**src/rtl/vga_timing_gen.sv**
```systemverilog
// VGA raster timing generator with a built-in test-pattern source.
// Counters are exposed directly; syncs, de, colour and frame_start are registered one ce-cycle later.
module vga_timing_gen #(
    parameter int H_ACTIVE   = 640,
    parameter int H_FP       = 16,
    parameter int H_SYNC     = 96,
    parameter int H_BP       = 48,
    parameter int V_ACTIVE   = 480,
    parameter int V_FP       = 10,
    parameter int V_SYNC     = 2,
    parameter int V_BP       = 33,
    parameter bit HSYNC_POL  = 1'b0,
    parameter bit VSYNC_POL  = 1'b0,
    parameter int CBITS      = 4,
    parameter int CHECK_LOG2 = 5,
    parameter logic [3*CBITS-1:0] SOLID_RGB = '1,
    localparam int H_TOTAL   = H_ACTIVE + H_FP + H_SYNC + H_BP,
    localparam int V_TOTAL   = V_ACTIVE + V_FP + V_SYNC + V_BP,
    localparam int XW        = $clog2(H_TOTAL),
    localparam int YW        = $clog2(V_TOTAL)
) (
    input  logic               clk,
    input  logic               reset,
    input  logic               ce,
    input  logic [1:0]         mode,
    input  logic [3*CBITS-1:0] rgb_in,
    output logic [XW-1:0]      pixel_x,
    output logic [YW-1:0]      pixel_y,
    output logic [3*CBITS-1:0] rgb_out,
    output logic               hsync,
    output logic               vsync,
    output logic               de,
    output logic               frame_start
);
    localparam int BW = (H_ACTIVE / 8 > 0) ? H_ACTIVE / 8 : 1;

    logic [XW-1:0]      h;
    logic [YW-1:0]      v;
    logic [1:0]         mode_q;
    logic [XW-1:0]      bpix;
    logic [2:0]         bar;

    logic               h_last, v_last, at_origin, active, hs_on, vs_on, chk;
    logic [1:0]         eff_mode;
    logic [2:0]         code;
    logic [CBITS-1:0]   full;
    logic [3*CBITS-1:0] bar_rgb, pix_rgb;

    assign pixel_x = h;
    assign pixel_y = v;

    always_comb begin
        h_last    = (32'(h) == H_TOTAL - 1);
        v_last    = (32'(v) == V_TOTAL - 1);
        at_origin = (h == '0) && (v == '0);
        // The origin pixel already belongs to the new frame, so it sees the incoming mode.
        eff_mode  = at_origin ? mode : mode_q;
        active    = (32'(h) < H_ACTIVE) && (32'(v) < V_ACTIVE);
        hs_on     = (32'(h) >= H_ACTIVE + H_FP) && (32'(h) < H_ACTIVE + H_FP + H_SYNC);
        vs_on     = (32'(v) >= V_ACTIVE + V_FP) && (32'(v) < V_ACTIVE + V_FP + V_SYNC);
        chk       = (|((h >> CHECK_LOG2) & XW'(1))) ^ (|((v >> CHECK_LOG2) & YW'(1)));
        full      = '1;
        code      = 3'd7 - bar;
        bar_rgb   = {code[1] ? full : {CBITS{1'b0}},
                     code[2] ? full : {CBITS{1'b0}},
                     code[0] ? full : {CBITS{1'b0}}};
        pix_rgb   = '0;
        if (active) begin
            case (eff_mode)
                2'b00:   pix_rgb = rgb_in;
                2'b01:   pix_rgb = bar_rgb;
                2'b10:   pix_rgb = chk ? '1 : '0;
                default: pix_rgb = SOLID_RGB;
            endcase
        end
    end

    always_ff @(posedge clk) begin
        if (reset) begin
            h           <= '0;
            v           <= '0;
            mode_q      <= mode;
            bpix        <= '0;
            bar         <= '0;
            rgb_out     <= '0;
            de          <= 1'b0;
            frame_start <= 1'b0;
            hsync       <= ~HSYNC_POL;
            vsync       <= ~VSYNC_POL;
        end else if (ce) begin
            if (h_last) begin
                h <= '0;
                v <= v_last ? '0 : v + YW'(1);
            end else begin
                h <= h + XW'(1);
            end
            if (at_origin)
                mode_q <= mode;
            // Bar state tracks the pixel held in h; it restarts as the line wraps.
            if (h_last) begin
                bpix <= '0;
                bar  <= '0;
            end else if (32'(bpix) == BW - 1) begin
                bpix <= '0;
                if (bar != 3'd7)
                    bar <= bar + 3'd1;
            end else begin
                bpix <= bpix + XW'(1);
            end
            rgb_out     <= pix_rgb;
            de          <= active;
            frame_start <= at_origin;
            hsync       <= hs_on ? HSYNC_POL : ~HSYNC_POL;
            vsync       <= vs_on ? VSYNC_POL : ~VSYNC_POL;
        end
    end
endmodule

```
**config.mk**
```make
export PLATFORM = sky130hd
export DESIGN_NAME = vga_timing_gen
export DESIGN_NICKNAME = d
export VERILOG_FILES = /design/src/rtl/vga_timing_gen.sv
export SDC_FILE = /design/constraint.sdc
export NUM_CORES = 1
export LEC_CHECK = 0
export ABC_AREA = 1
export BUFFER_PORTS_ARGS = -buffer_cell sky130_fd_sc_hd__buf_2
export CAP_MARGIN = 10
export CORE_MARGIN = 2
export CORE_UTILIZATION = 43
export CTS_CLUSTER_DIAMETER = 100
export DETAILED_ROUTE_END_ITERATION = 7
export GPL_ROUTABILITY_DRIVEN = 0
export PLACE_DENSITY_LB_ADDON = 0.1
export SLEW_MARGIN = 10
export SYNTH_ARGS = -nofsm -noshare
export SYNTH_HDL_FRONTEND = slang
export SYNTH_SLANG_ARGS = --single-unit
```
**constraint.sdc**
```tcl
create_clock -name clk -period 2.35 [get_ports clk]
set_clock_uncertainty 0.1 [all_clocks]
set_input_delay 0.3525 -clock clk [delete_from_list [all_inputs] [get_ports clk]]
set_output_delay 0.3525 -clock clk [all_outputs]
set_load 0.02 [all_outputs]
```
==> summary.md <==
| Metric | Value |
|---|---|
| DR iter-0 viols | 137 |
| Finished Layout Cells | a little over 500 |
| Synth top cells by count | nand2_1 (96), dfxtp_1 (49), inv_1 (41) |
| Max-cap viol count | 0 |
| DRC | 0 |
| Final TNS setup | 0 ns |
| Root Driver | clkbuf_8 |
| N_diodes | 0 |
| TritonCTS Sinks | between 50 and 60 |
| Die Y | roughly 84 um |
| Sequential element share of the synthesized area | 0.381 |
| Fin Hold WS | between 0.2 and 0.3 ns |
| Yosys warning total | 0 |
| CTS tree | done |
| Rows | 29 |
| Top-area cell type share of the netlist area | 0.359 |
| Most used routing layer | met2 |
| Leakage power | 1.53 nW |
| Startpoint Class | flop |
| Worst-path clk slew | about 0.090 ns |
| Most used DFF post-synth | dfxtp_1 |
| Cell family with most CP delay | simple AND/OR/NAND/NOR gates |
| Grt ovf | 0 |
| CTS Buffer Depth | 2 |
| Peak supply drop | between 0.0003 and 0.0004 V |
| Syn Inst Count | 386 |
| Vias in the first global route | about 2400 |
| Yosys cell types | 36 |
| Final period utilization | 0.843 |
| Synth area leaders | dfxtp_1 (36%), nand2_1 (13%), inv_1 (5.6%) |
| Most used cell, CP | nand2_1 |
| Top-count cell post-synth | nand2_1 |
| CP Cell Sequence | nor2_2, nand2_1, nor2_2, nand3_2, nand2_1, nand2_2, nand3_1, nand2_1, o21ai_0, nand2_1 |
| H-tree levels | 2 |
| Synth Register Bits | a little over 50 |
| Initial core utilization | 0.438 |
| DR vias/cell | 5.03 |
| Post-synthesis compound-gate area fraction | 0.0962 |
| DIE WIDTH | roughly 84 um |
| Post-DP HPWL | 4.97 mm |
| Max stage delay on crit path | approximately 0.4 ns |
| WL final | between 6 and 7 mm |
| Area delta synth->final | 15.9% |
| Netlist Area Pre-Place | roughly 0.0027 mm^2 |
| Core area | about 0.0062 mm^2 |
| IO Pins | 53 |
| Global-route wire length before repair | roughly 11 mm |
| Placed cells | 510 |
| Simple-gate portion of the synthesized area | 0.376 |
| Clk_lat worst skew | 0.30 ns |
| Num CTS Buffers | 5 |
| Mapped Avg Cell Area | 7.08 um^2 |
| Post-synth top area cell | dfxtp_1 |
| Drt first pass iters | 4 |
| Layout cell share with drive strength beyond 1 | 0.218 |
| Final layout net count | approximately 460 |
| DR WL/cell | between 10 and 15 um |
| Setup-failing EPs final | 0 |
| Post-synthesis adder-cell area fraction | 0.0321 |
| Cell Pwr Density | between 500 and 600 mW/mm^2 |
| Synth Net Count | a little over 400 |
| Antenna Violating Nets Remaining | 0 |
| Post-synth EDFFs | 2 |
| RSZ-0062 raised after global routing | false |
| GRT Util Overall | 0.195 |
| CP Capture Type | flop |
| Met3 global-route usage | 0.0287 |
| Worst Path Class, Setup | flop to flop |
| FMAX | 505 MHz |
| Multi-input gate area | around 0.0015 mm^2 |
| Asr flop ratio synth | 0 |
| Tightest Pin Transition | 0.948 ns |
| Worst Path Buf+Inv | 0 |
| Storage cell area | 0.00104 mm^2 |
| XOR/XNOR share of the synthesized area | 0.0288 |
| Post-layout min period | slightly below 2 ns |
| CP max-delay cell | dfxtp_1 |
| Final core utilization | 0.507 |
| Endpoints failing hold | 0 |
| Crit Path Max Fanout | 16 |
| Vias | 2603 |
| Outcome | completed |
| Max Slew Vio Count | 0 |
| Worst Path Arrival | roughly 2.1 ns |
| Die ar. | 0.00701 mm^2 |
| Post-synthesis mux area share | 0 |
| Number of port buffers | between 50 and 60 |
| Largest family of logic cells by synthesized area | simple AND/OR/NAND/NOR gates |
| Initial antenna violation count | 0 |
| Met1 usage | 0.261 |
| Fillcell total | 671 |
| GR Util met2 | 0.329 |
| Largest net degree at the start of global routing | 17 |
| Max_slew headroom | 0.365 |
| Data required, critical path | roughly 2.4 ns |
| Class of the worst hold path | primary input to flop |
## cell usage in the layout (no fill, tap or decap), types with 4 or more instances in the layout
| master | synthesis | layout |
|---|---|---|
| a21oi_1 | 13 | 13 |
| buf_2 | 1 | 52 |
| buf_4 | 0 | 4 |
| clkbuf_8 | 0 | 7 |
| dfxtp_1 | 49 | 49 |
| ha_1 | 7 | 7 |
| inv_1 | 41 | 41 |
| nand2_1 | 96 | 96 |
| nand2_2 | 6 | 5 |
| nand3_1 | 29 | 28 |
| nand4_1 | 10 | 10 |
| nor2_1 | 37 | 36 |
| nor2_2 | 9 | 10 |
| nor3_1 | 15 | 15 |
| nor3_2 | 4 | 4 |
| o21ai_0 | 11 | 11 |
| o21ai_1 | 10 | 10 |
| xor2_1 | 9 | 9 |
## stage by stage
step                power (mW)  setup WS (ns)  instance area (um^2)
floorplan                 1.15          0.518                  2730
global placement          1.22          0.231                  3050
detailed placement        1.22          0.207                  3050
CTS                       1.79          0.194                  3150
global route              1.86         0.0747                  3170
finish                    1.76          0.368                  3170
## state kept, by name, indices dropped and copies added (netlist names)
name	flops
bpix	10
hsync	1
bar	3
rgb_out	12
de	1
pixel_x	10
mode_q	2
pixel_y	10
frame_start	1
vsync	1
## where the power goes
part | switching (mW) | internal, mW
clock | 0.287 | 0.269
sequential | 0.0207 | 0.908
combinational | 0.188 | 0.0887
## cell families after synthesis
family,Yosys count
and+or+nand+nor,219
buffers and inverters,54
DFF,51
AOI/OAI and AO/OA,46
xor gates and xnor gates,9
adders and majority gates,7
## final cells by class
type,count,area share
Clock buffer,8,0.0316
Inverter,45,0.0533
Multi-Input combinational cell,281,0.464
Sequential cell,51,0.329
Tap cell,77,0.0304
Timing Repair Buffer,56,0.0917
## repair_timing
action,CTS,global route
resized for setup,0,3
hold buffers,0,0
endpoints found under the setup margin,0,11
setup buffers,0,0
## final timing paths
path | slack [ns] | cells past startpoint | endpoint | startpoint
worst max-delay path | 0.37 | 10 | rgb_out[1]$_SDFFE_PP0P_ | pixel_x[5]$_SDFFE_PP0P_
worst min-delay path | 0.27 | 5 | rgb_out[3]$_SDFFE_PP0P_ | rgb_in[3]
worst min register to register | 0.35 | 2 | rgb_out[7]$_SDFFE_PP0P_ | rgb_out[7]$_SDFFE_PP0P_
worst max register to register | 0.37 | 10 | rgb_out[1]$_SDFFE_PP0P_ | pixel_x[5]$_SDFFE_PP0P_
## routing by layer
metal / vias up / routed length, um
li1: 1367 / -
met3: 8 / 227
met4: 0 / 82
met2: 45 / 3170
met5: - / 0
met1: 1183 / 3050
## worst reg2reg max path, stage by stage, from the launching register on
cell and delay (ns):
dfxtp_1 0.40, nor2_2 0.18, nand2_1 0.08, nor2_2 0.17, nand3_2 0.13, nand2_1 0.10
nand2_2 0.20, nand3_1 0.15, nand2_1 0.12, o21ai_0 0.17, nand2_1 0.07
Note: power is estimated with default switching activity, not from simulation.
